**config.mk**
```make
export PLATFORM = sky130hd
export DESIGN_NAME = pipeline_ctrl
export DESIGN_NICKNAME = d
export VERILOG_FILES = /design/src/rtl/pipeline_ctrl.sv
export SDC_FILE = /design/constraint.sdc
export NUM_CORES = 1
export LEC_CHECK = 0
export ABC_CLOCK_PERIOD_IN_PS = 3300
export CORE_ASPECT_RATIO = 0.7
export CORE_MARGIN = 2
export CORE_UTILIZATION = 45
export DETAILED_ROUTE_END_ITERATION = 8
export PLACE_DENSITY = 0.72
export SETUP_SLACK_MARGIN = 0.4
export SYNTH_ARGS = -nofsm -noshare
export SYNTH_HDL_FRONTEND = slang
export SYNTH_SLANG_ARGS = --single-unit
```
**constraint.sdc**
```tcl
create_clock -name clk -period 3.3 [get_ports clk]
set_clock_uncertainty 0.1 [all_clocks]
set_input_delay 0.33 -clock clk [delete_from_list [all_inputs] [get_ports clk]]
set_output_delay 0.33 -clock clk [all_outputs]
set_load 0.1 [all_outputs]
```
**src/rtl/pipeline_ctrl.sv**
```systemverilog
// Stall/flush/halt controller for the five-stage pipeline: load-use, taken branch,
// multi-cycle data-memory waits with timeout, debug halt drain, and perf counters.
module pipeline_ctrl #(
    parameter int TIMEOUT      = 16,
    parameter int DRAIN_CYCLES = 4,
    parameter int CNT_W        = 32
) (
    input  logic             clk,
    input  logic             rst_n,
    input  logic [4:0]       ID_rs1,
    input  logic [4:0]       ID_rs2,
    input  logic             ID_re1,
    input  logic             ID_re2,
    input  logic [4:0]       EX_wR,
    input  logic             EX_is_load,
    input  logic             EX_branch_taken,
    input  logic             MEM_mem_req,
    input  logic             dmem_ready,
    input  logic             halt_req,
    input  logic             clr_cnt,
    output logic             pc_en,
    output logic             if_id_en,
    output logic             id_ex_en,
    output logic             ex_mem_en,
    output logic             mem_wb_en,
    output logic             if_id_flush,
    output logic             id_ex_flush,
    output logic             mem_wb_bubble,
    output logic             halt_ack,
    output logic             bus_err,
    output logic [CNT_W-1:0] stall_cnt,
    output logic [CNT_W-1:0] flush_cnt
);
    localparam int WAIT_W  = $clog2(TIMEOUT + 1);
    localparam int DRAIN_W = $clog2(DRAIN_CYCLES + 1);
    localparam logic [WAIT_W-1:0]  WAIT_MAX   = WAIT_W'(TIMEOUT);
    localparam logic [DRAIN_W-1:0] DRAIN_LAST = DRAIN_W'(DRAIN_CYCLES);
    localparam logic [CNT_W-1:0]   CNT_SAT    = '1;

    typedef enum logic [1:0] {RUN, MEM_WAIT, DRAIN, HALTED} state_t;

    state_t             state;
    logic [WAIT_W-1:0]  wait_cnt;
    logic [DRAIN_W-1:0] drain_cnt;

    logic mstall, lu, mem_stall, timed_out, active;
    logic branch, lu_stall, drain_mode, advancing;
    logic [DRAIN_W-1:0] drain_first, drain_nxt;

    always_comb begin
        mstall = MEM_mem_req & ~dmem_ready;
        lu = EX_is_load & (EX_wR != 5'd0) &
             ((ID_re1 & (ID_rs1 == EX_wR)) | (ID_re2 & (ID_rs2 == EX_wR)));
        mem_stall = 1'b0;
        timed_out = 1'b0;
        case (state)
            RUN, DRAIN: mem_stall = mstall;
            MEM_WAIT: begin
                mem_stall = ~dmem_ready & (wait_cnt < WAIT_MAX);
                timed_out = ~dmem_ready & (wait_cnt == WAIT_MAX);
            end
            default: ;
        endcase
        active      = (state != HALTED);
        branch      = active & ~mem_stall & EX_branch_taken;
        lu_stall    = active & ~mem_stall & ~EX_branch_taken & lu;
        advancing   = active & ~mem_stall & ~lu_stall;
        // A halt accepted in RUN already behaves as the first drain cycle.
        drain_mode  = (state == DRAIN) | ((state == RUN) & halt_req & ~mstall);
        drain_first = DRAIN_W'(advancing);
        drain_nxt   = drain_cnt + DRAIN_W'(advancing);
    end

    always_comb begin
        pc_en         = 1'b1;
        if_id_en      = 1'b1;
        id_ex_en      = 1'b1;
        ex_mem_en     = 1'b1;
        mem_wb_en     = 1'b1;
        if_id_flush   = 1'b0;
        id_ex_flush   = 1'b0;
        mem_wb_bubble = 1'b0;
        if (!active || mem_stall) begin
            pc_en         = 1'b0;
            if_id_en      = 1'b0;
            id_ex_en      = 1'b0;
            ex_mem_en     = 1'b0;
            mem_wb_bubble = 1'b1;
        end else if (branch) begin
            if_id_flush = 1'b1;
            id_ex_flush = 1'b1;
        end else if (lu_stall) begin
            pc_en       = 1'b0;
            if_id_en    = 1'b0;
            id_ex_flush = 1'b1;
        end else if (drain_mode) begin
            pc_en       = 1'b0;
            if_id_flush = 1'b1;
        end
    end

    always_ff @(posedge clk or negedge rst_n) begin
        if (!rst_n) begin
            state     <= RUN;
            wait_cnt  <= '0;
            drain_cnt <= '0;
            halt_ack  <= 1'b0;
            bus_err   <= 1'b0;
            stall_cnt <= '0;
            flush_cnt <= '0;
        end else begin
            case (state)
                RUN: begin
                    if (mstall) begin
                        state    <= MEM_WAIT;
                        wait_cnt <= WAIT_W'(1);
                    end else if (halt_req) begin
                        if (drain_first == DRAIN_LAST) begin
                            state     <= HALTED;
                            halt_ack  <= 1'b1;
                            drain_cnt <= '0;
                        end else begin
                            state     <= DRAIN;
                            drain_cnt <= drain_first;
                        end
                    end
                end
                MEM_WAIT: begin
                    if (mem_stall) begin
                        wait_cnt <= wait_cnt + 1'b1;
                    end else begin
                        wait_cnt <= '0;
                        if (!timed_out && halt_req) begin
                            state     <= DRAIN;
                            drain_cnt <= '0;
                        end else begin
                            state <= RUN;
                        end
                    end
                end
                DRAIN: begin
                    if (drain_nxt == DRAIN_LAST) begin
                        state     <= HALTED;
                        halt_ack  <= 1'b1;
                        drain_cnt <= '0;
                    end else begin
                        drain_cnt <= drain_nxt;
                    end
                end
                HALTED: begin
                    if (!halt_req) begin
                        state    <= RUN;
                        halt_ack <= 1'b0;
                    end
                end
                default: state <= RUN;
            endcase

            if (clr_cnt) begin
                bus_err   <= 1'b0;
                stall_cnt <= '0;
                flush_cnt <= '0;
            end else begin
                if (timed_out)
                    bus_err <= 1'b1;
                if ((mem_stall || lu_stall) && stall_cnt != CNT_SAT)
                    stall_cnt <= stall_cnt + 1'b1;
                if (branch && flush_cnt != CNT_SAT)
                    flush_cnt <= flush_cnt + 1'b1;
            end
        end
    end
endmodule

```
Word-level counts from Yosys, hierarchy flattened
Index checks and enable logic that the tools add are counted.
{"block": "word_totals", "output_inout_bits": 74, "wordCells": 114, "ff_bits": 76}
{"block": "classes", "reduce_logical": 20, "n_bitwise": 21, "mux": 43, "order_cmp": 1, "n_eq_ne": 18, "add_sub_neg": 4}
{"cell": "$mux W32", "n": 4}
{"cell": "$add A32 B1 Y32 const B", "n": 2}
{"cell": "$ne A32 B32 Y1 const B", "n": 2}
{"cell": "$mux W1", "n": 21}
{"cell": "$mux W3", "n": 5}
{"cell": "$and A1 B1 Y1", "n": 14}
{"cell": "$ne A2 B2 Y1 const B", "n": 7}
{"cell": "$mux W2", "n": 6}
{"cell": "$eq A5 B5 Y1", "n": 2}
{"cell": "$mux W5", "n": 2}
{"cell": "$pmux W5 S2", "n": 1}
{"cell": "$reduce_bool A2 Y1", "n": 5}
{"cell": "$pmux W3 S3", "n": 1}
{"cell": "$pmux W2 S4", "n": 1}
{"cell": "$add A5 B1 Y5 const B", "n": 1}
{"cell": "$eq A5 B5 Y1 const B", "n": 1}
{"cell": "$lt A5 B5 Y1 const B", "n": 1}
{"cell": "$not A1 Y1", "n": 5}
{"cell": "$reduce_and A5 Y1", "n": 1}
{"cell": "$reduce_bool A5 Y1", "n": 1}
{"cell": "$eq A2 B2 Y1 const B", "n": 2}
{"cell": "$pmux W1 S2", "n": 2}
{"cell": "$reduce_and A4 Y1", "n": 1}
{"cell": "$add A3 B1 Y3", "n": 1}
{"cell": "13 further kinds", "n": 18}

Logic depth before layout (Yosys ltp)
Gate-level depths: netlist of the first run.
{"block": "depth", "ltp_word": 13, "mapped_depth": 14, "ltp_nobuf": 13}

Worst setup path after synthesis of the first run
OpenSTA, ideal clock, no wires.
{"block": "synth_path", "path_kind": "register to output", "from": "register state[0]", "to": "output if_id_flush", "stages_incl_launch_ff": 10, "n_path_buf": 1, "arrival_ps": 4431, "t_required_ps": 2870, "slack_ps": -1561, "cell_sequence": "dfrtp_1 inv_1 ha_1 buf_2 o21ai_2 a211o_1 nand2b_1 a21oi_1 inv_1 o21ai_0"}
{"block": "synth_via", "elab_chain_cells": 10, "elab_cells_between_ends": 20, "classes_between": "eq/ne (3); mux (5); bitwise (8); reduce/logical (4)"}
{"element": "start, declared", "line_no": "42", "rtl": "state_t state;"}
{"element": "start signal, assigned", "line_no": "104", "rtl": "state <= RUN;"}
{"element": "start signal, assigned", "line_no": "115", "rtl": "state <= MEM_WAIT;"}
{"element": "start signal, assigned", "line_no": "119", "rtl": "state <= HALTED;"}
{"element": "$eq A2 B2 Y1 / $logic_not A2 Y1 (equally long branches)", "line_no": "56, 69"}
{"element": "$reduce_or A2 Y1", "line_no": "56", "rtl": "case (state)"}
{"element": "$pmux W1 S2", "line_no": "56"}
{"element": "$not A1 Y1", "line_no": "65, 66"}
{"element": "$and A1 B1 Y1", "line_no": "65, 66"}
{"element": "$and A1 B1 Y1 (2 in series)", "line_no": "66", "rtl": "lu_stall = active & ~mem_stall & ~EX_branch_taken & lu;"}
{"element": "$mux W1", "line_no": "92", "rtl": "end else if (lu_stall) begin"}
{"element": "$mux W1", "line_no": "89", "rtl": "end else if (branch) begin"}
{"element": "$mux W1 *", "line_no": "83", "rtl": "if (!active || mem_stall) begin"}
{"element": "end, declared", "line_no": "26", "rtl": "output logic if_id_flush,"}
Every way passes the cells marked *; elsewhere a longest branch is shown, timed or not.

Worst setup path after layout of the first run
{"block": "layout_path", "from": "register state[1]", "to": "register state[1]"}
{"block": "layout_via", "elab_chain_cells": 13, "elab_cells_between_ends": 26, "classes_between": "add/sub (1); eq/ne (9); mux (5); bitwise (6); reduce/logical (5)"}
{"element": "$eq A2 B2 Y1 / $logic_not A2 Y1 (equally long branches)", "line_no": "56, 112"}
{"element": "$reduce_or A2 Y1", "line_no": "56"}
{"element": "$pmux W1 S2", "line_no": "56"}
{"element": "$not A1 Y1", "line_no": "66, 67"}
{"element": "$and A1 B1 Y1", "line_no": "66, 67"}
{"element": "$and A1 B1 Y1 (2 in series)", "line_no": "66"}
{"element": "$not A1 Y1", "line_no": "67", "rtl": "advancing = active & ~mem_stall & ~lu_stall;"}
{"element": "$and A1 B1 Y1", "line_no": "67"}
{"element": "$add A3 B1 Y3", "line_no": "71", "rtl": "drain_nxt = drain_cnt + DRAIN_W'(advancing);"}
{"element": "$eq A3 B3 Y1", "line_no": "142", "rtl": "if (drain_nxt == DRAIN_LAST) begin"}
{"element": "$ne A2 B1 Y1 (no line)"}
{"element": "$reduce_and A4 Y1 (no line)"}
Several ways; a longest one is shown, not always the timed one. The select of a mux whose other input is x is not followed.
A chain may end at the register's enable or synchronous reset.

==> reports/qor.txt, run 1 <==
status: complete, no violations
DRC viols: 0
DRT Pass-1 Iters: 4
P&R area growth vs syn: 36.03%
GP Congestion: 0.8707
Mapped Avg Cell Area: 8.873 um^2
row count: 30
Worst-Skew Late Latency: 0.34 ns
Syn Nets: 558
H-tree depth: 3
via count: 4372
CTS tree: done
P_leak: 2.554 nW
Relative slew margins: 33.19%
post-DP HPWL: 8.903 mm
Overflow after GRT: 0
Worst Setup SP: state[1]
CP startpoint kind: flip-flop
Worst VDD drop: 0.7079 mV
power per standard cell area: 609.4 mW/mm^2
Iter 0 DRT Violations: 337
Post-Layout Cell Count: 761
Sink Count: 76
clock-pin slew on the worst setup and hold paths: 0.06 ns
post-route setup TNS: 0 ns
core area: 0.009834 mm^2
unrepaired setup endpoints after global routing: false
die width: 125.3 um
# IOs: 99
crit share post-route: 84.13%
CP Capture Type: flip-flop
hold slack: 0.03877 ns
most frequent cell after synthesis: dfrtp_1
placed cell count: 735
Synth area leader: dfrtp_1
fraction of layout cells with a size suffix above 1: 14.69%
Post-synth EDFFs: 0
Chip Height: 88.89 um
fmax: 360.2 MHz
predominant post-synthesis flop cell: dfrtp_1
Async S/R FF share, synth: 100.0%
Commonest cells post-synth: 76 x dfrtp_1, 60 x nor2_1, 40 x nand2_1
crit path time final: 2.776 ns
CTS Buf Count: 9
Cell Area, Synth: 0.004632 mm^2
# diodes: 0
Slew Limit Fails: 0
fillcell total: 834
crit path DAT: 2.92 ns
Yosys warning total: 0
dominant cells by area after synthesis: dfrtp_1 41%, nor2_1 4.9%, xor2_1 4.7%, nand4_1 3.8%, nand3_1 3.7%
worst min path class: primary input to asynchronous set/reset pin
fin util: 64.07%
GRT Total Usage: 23.14%
Synth Register Bits: 76
first-pass GRT wire length: 20.66 mm
Initial Util: 47.10%
Layout Nets: 664
top cell type's share of synthesized area: 41.06%
Synth cell types: 58
Worst Tran Pin Value: 0.9990 ns
Port Buffers: 97
Routed WL: 12.72 mm
Setup CP Type: flip-flop to flip-flop
register area share after synthesis: 41.06%
WL/cell: 16.71 um
Die ar.: 0.01113 mm^2
CP Max Fanout: 4
setup violators final: 0
deepest clock path buffer count: 2
Final Hold Fails: 0
antenna violations before repair: 0
largest net degree at the start of global routing: 77
Clock Tree Root: clkbuf_16
Worst EP required: 3.45 ns
ANT nets after route: 0
cts-stage hold buffer count: 0
vias in the first global route: 4188
Via density: 5.745
cell count after synthesis: 522
maxcap violations: 0
reg2reg start: state[1]
power by group:
part	total [mW]	switching, mW	internal, mW	leakage, nW
clock	1.07	0.405	0.666	0.152
combinational	1.73	1.15	0.579	1.36
sequential	1.04	0.0572	0.985	1.05
state kept, by name, indices dropped and copies added (netlist names):
register,flops
flush_cnt,32
stall_cnt,32
wait_cnt,5
drain_cnt,3
state,2
bus_err,1
halt_ack,1
layout make-up:
type | count | area, um^2 | share of cell area, %
clock buffer | 9 | 225.2 | 3.574
clock inverter | 7 | 97.59 | 1.549
inverter | 17 | 72.57 | 1.152
multi-input combinational | 404 | 2698 | 42.81
sequential | 76 | 1904 | 30.22
tap | 128 | 160.2 | 2.542
timing repair buffer | 120 | 1144 | 18.15
critical path: stages (launching register included):
cell and delay, ns:
dfrtp_2 0.44, buf_4 0.15, ha_4 0.16, o21ai_4 0.18
a211o_4 0.19, nand2b_4 0.08, a21oi_4 0.16, ha_2 0.22
ha_4 0.20, nor2_2 0.13, o21ai_1 0.09, a22oi_2 0.17
o211ai_1 0.18, mux2i_1 0.23
worst paths after layout:
kind | end | slack, ns | depth (start not counted)
setup / recovery | state[1] | 0.52 | 13
max in group asynchronous | state[1] | 2.38 | 1
hold / removal | bus_err | 0.04 | 1
min in group clk | stall_cnt[12] | 0.44 | 2
hold reg to reg | bus_err | 0.45 | 2
setup reg to reg | state[1] | 0.52 | 13
per-stage QoR:
step	instance area [um^2]	setup slack [ns]	power, mW
2_1_floorplan	4720	0.3143	2.188
3_3_place_gp	5816	0.2303	2.520
3_5_place_dp	5816	0.09616	2.554
4_1_cts	6195	0.4091	3.705
5_1_grt	6301	0.3774	3.997
6_report	6301	0.5238	3.840
placed cells by master, fill, tap and decap left out, drive strengths merged, types with 13 or more instances in the layout:
cell type      count
clkdlybuf4s50     81
dfrtp             76
nor2              60
nand2             40
buf               38
nand3             35
nand4             29
xor2              25
a21oi             24
o21ai             22
inv               18
xnor2             17
nor3              17
nor2b             16
nor4              13
mux2              13
per-layer routing:
metal / vias up / global-route usage (%) / part of all wire [%]
met5: - / 0 / 0
met3: 22 / 4.958 / 5.3
met1: 2143 / 33.07 / 49
li1: 2074 / - / -
met2: 133 / 35.23 / 44
met4: 0 / 8.081 / 1.6
what timing repair did:
item                                   4_1_cts  5_1_grt
endpoints found under the hold margin        0        0
pin swaps                                    1        5
setup endpoints to repair                   12        6
resized for setup                           11        5
buffers inserted                             0       10
logic make-up after synthesis:
logic type	count (synthesis)	share of synthesized area [%]
other	1	0.08096
AO/OA/AOI/OAI	68	9.482
multiplexers	16	3.809
adder cells (fa/ha/maj)	11	2.971
flip-flops	76	41.06
XOR/XNOR	42	7.942
AND/OR/NAND/NOR	266	30.69
buffers and inverters	42	3.970
Note: power is estimated with default switching activity, not from simulation.
==> inputs of run 2 (changes only) <==
--- a/config.mk
+++ b/config.mk
@@ -5,7 +5,7 @@
 export SDC_FILE = /design/constraint.sdc
 export NUM_CORES = 1
 export LEC_CHECK = 0
-export ABC_CLOCK_PERIOD_IN_PS = 3300
+export ABC_CLOCK_PERIOD_IN_PS = 2800
 export CORE_ASPECT_RATIO = 0.7
 export CORE_MARGIN = 2
 export CORE_UTILIZATION = 45
==> constraint.sdc (replaced) <==
create_clock -name clk -period 2.8 [get_ports clk]
set_clock_uncertainty 0.1 [all_clocks]
set_input_delay 0.28 -clock clk [delete_from_list [all_inputs] [get_ports clk]]
set_output_delay 0.28 -clock clk [all_outputs]
set_load 0.1 [all_outputs]
==> run 2 against run 1 <==
Against the previous run:
- critical path depth up 1
- count of clock-buffer cells in the layout unchanged
- clock power up 13%
- combinational power up 43%
- hold slack better by 0.31 ns
- fmax up 3.1%
- cell area up 13%
- largest cell class unchanged
==> reports/qor.txt, run 2 (synthesis gave the netlist of run 1 again) <==
H-tree depth: 3 (unchanged)
Combinational Power Share: 50.3% (+5.3 points)
die width: 125.3 um (unchanged)
Overflow after GRT: 0 (unchanged)
Relative slew margins: 25.09% (-8.1 points)
deepest clock path buffer count: 2 (unchanged)
unrepaired setup endpoints after global routing: true
P&R area growth vs syn: 53.78%
post-DP HPWL: 9.146 mm (+2.7%)
status: complete, no violations
sequential power share: 25.1% (-2.0 points)
critical path depth in cells: 14 (+1)
CP bufs+invs: 2 (+1)
commonest non-fill, non-tap cells in the layout: 110 x buf_4, 58 x nor2_1, 35 x nand2_1
clock-pin slew on the worst setup and hold paths: 0.06 ns (about the same)
Routed WL: 14.10 mm (+11%)
sw frac: 42.02% (+0.076 points)
WL/cell: 17.76 um (+6.3%)
maxcap violations: 0 (unchanged)
# diodes: 0 (unchanged)
Worst VDD drop: 0.7529 mV (+6.4%)
top flop regs: flush_cnt (32), stall_cnt (32), wait_cnt (5)
Initial Util: 47.10% (unchanged)
Slew Limit Fails: 0 (unchanged)
fillcell total: 697 (-16%)
delay-heaviest family, CP: compound AO/OA/AOI/OAI gates
# IOs: 99 (unchanged)
crit path DAT: 2.86 ns (-0.06 ns)
largest net degree at the start of global routing: 61 (-21%)
Iter 0 DRT Violations: 357 (+5.9%)
DRT Pass-1 Iters: 5 (+1)
Clock power frac: 24.6% (-3.3 points)
CP startpoint kind: flip-flop
Layout Nets: 697 (+5.0%)
Sink Count: 76 (unchanged)
Clock Tree Root: clkbuf_16
reg2reg setup slack: 0.11 ns (-0.42 ns)
via count: 4563 (+4.4%)
slowest stage delay, CP: 0.43 ns (about the same)
core area: 0.009834 mm^2 (unchanged)
CTS tree: done
Worst-Skew Late Latency: 0.35 ns (about the same)
net switching power: 2.067 mW (+28%)
Post-Layout Cell Count: 794 (+4.3%)
Via density: 5.747 (about the same)
leading cell type in the layout, fill and taps excluded: buf_4
power per standard cell area: 690.6 mW/mm^2 (+13%)
worst min path class: primary input to asynchronous set/reset pin
Setup CP Type: flip-flop to flip-flop
register area: 0.002042 mm^2 (+7.2%)
crit path time final: 2.692 ns (-0.08459 ns)
fraction of layout cells with a size suffix above 1: 43.84% (+29 points)
antenna violations before repair: 0 (unchanged)
CP Max Fanout: 3 (-1)
fin util: 72.43% (+8.4 points)
placed cell count: 751 (+2.2%)
ANT nets after route: 0 (unchanged)
CTS Buf Count: 9 (unchanged)
cell internal pwr: 2.852 mW (+28%)
CP Capture Type: flip-flop
GP Congestion: 0.9010 (+3.5%)
CP cell instances: inv_2, ha_4, nand2b_4, a211o_1, buf_6, nand2b_4, a21oi_4, ha_4, ha_4, nor2b_2, o21ai_2, a22oi_2, o211ai_1, mux2i_1
vias in the first global route: 4259 (+1.7%)
Worst Tran Pin Value: 1.124 ns (+0.1245 ns)
most used cell, CP: ha_4
row count: 30 (unchanged)
first-pass GRT wire length: 21.83 mm (+5.7%)
Worst EP required: 2.97 ns (-0.48 ns)
P_leak: 3.085 nW (+21%)
Chip Height: 88.89 um (unchanged)
Final Hold Fails: 0 (unchanged)
reg2reg path depth: 14 (+1)
area of the multi-input gates: 0.003161 mm^2 (+17%)
crit share post-route: 96.13% (+12 points)
CP max-delay cell: dfrtp_1
GRT Total Usage: 24.82% (+1.7 points)
fmax: 371.5 MHz (+3.1%)
DRC viols: 0 (unchanged)
Die ar.: 0.01113 mm^2 (unchanged)
Port Buffers: 97 (unchanged)
setup violators final: 0 (unchanged)
## run 2: what timing repair did
action,CTS,global route
pin swaps,30,13
setup endpoints to repair,45,74
resized for setup,53,46
gates cloned,2,0
setup buffers,14,10
hold buffers,1,0
hold endpoints to repair,36,0
## run 2: routing by layer
layer	GRT usage (%)	part of all wire [%]	up-vias
li1	-	-	2148
met2	40.02	48	139
met3	5.985	4.9	24
met1	33.71	45	2252
met4	7.475	1.8	0
met5	0	0	-
## run 2: metrics by stage
stage / setup TNS (ns) / hold slack [ns] / instance area (um^2) / power (mW) / setup WS (ns)
finish: 0 / 0.3453 / 7123 / 4.919 / 0.1084
floorplan: -0.7205 / -0.1156 / 4941 / 2.621 / -0.1523
detailed placement: -0.6095 / 0.1961 / 6081 / 3.279 / -0.1735
global route: 0 / 0.4081 / 7123 / 5.099 / 0.01383
CTS: 0 / 0.3722 / 6825 / 4.780 / 0.1868
global placement: -0.08957 / 0.1872 / 6081 / 3.244 / -0.04543
## run 2: path summary, 6_finish.rpt
check	start	endpoint
max reg2reg	state[1]	state[1]
max	state[1]	state[1]
min in group clk	bus_err	bus_err
min reg2reg	bus_err	bus_err
min	rst_n	halt_ack
max in group asynchronous	rst_n	flush_cnt[14]
## run 2: cell type report
class	instances	share of cell area (%)
inverter	17	0.9837
timing repair buffer	153	19.52
sequential	76	28.67
tap	128	2.248
clock buffer	9	3.162
multi-input combinational	404	44.37
clock inverter	7	1.054
## run 2: power groups by stage
stage	registers [mW]	clock network [mW]	logic (mW)
finish	1.24	1.21	2.47
global route	1.24	1.27	2.58
CTS	1.23	1.22	2.33
detailed placement	1.24	0	2.03
global placement	1.24	0	2.00
floorplan	1.37	0	1.25
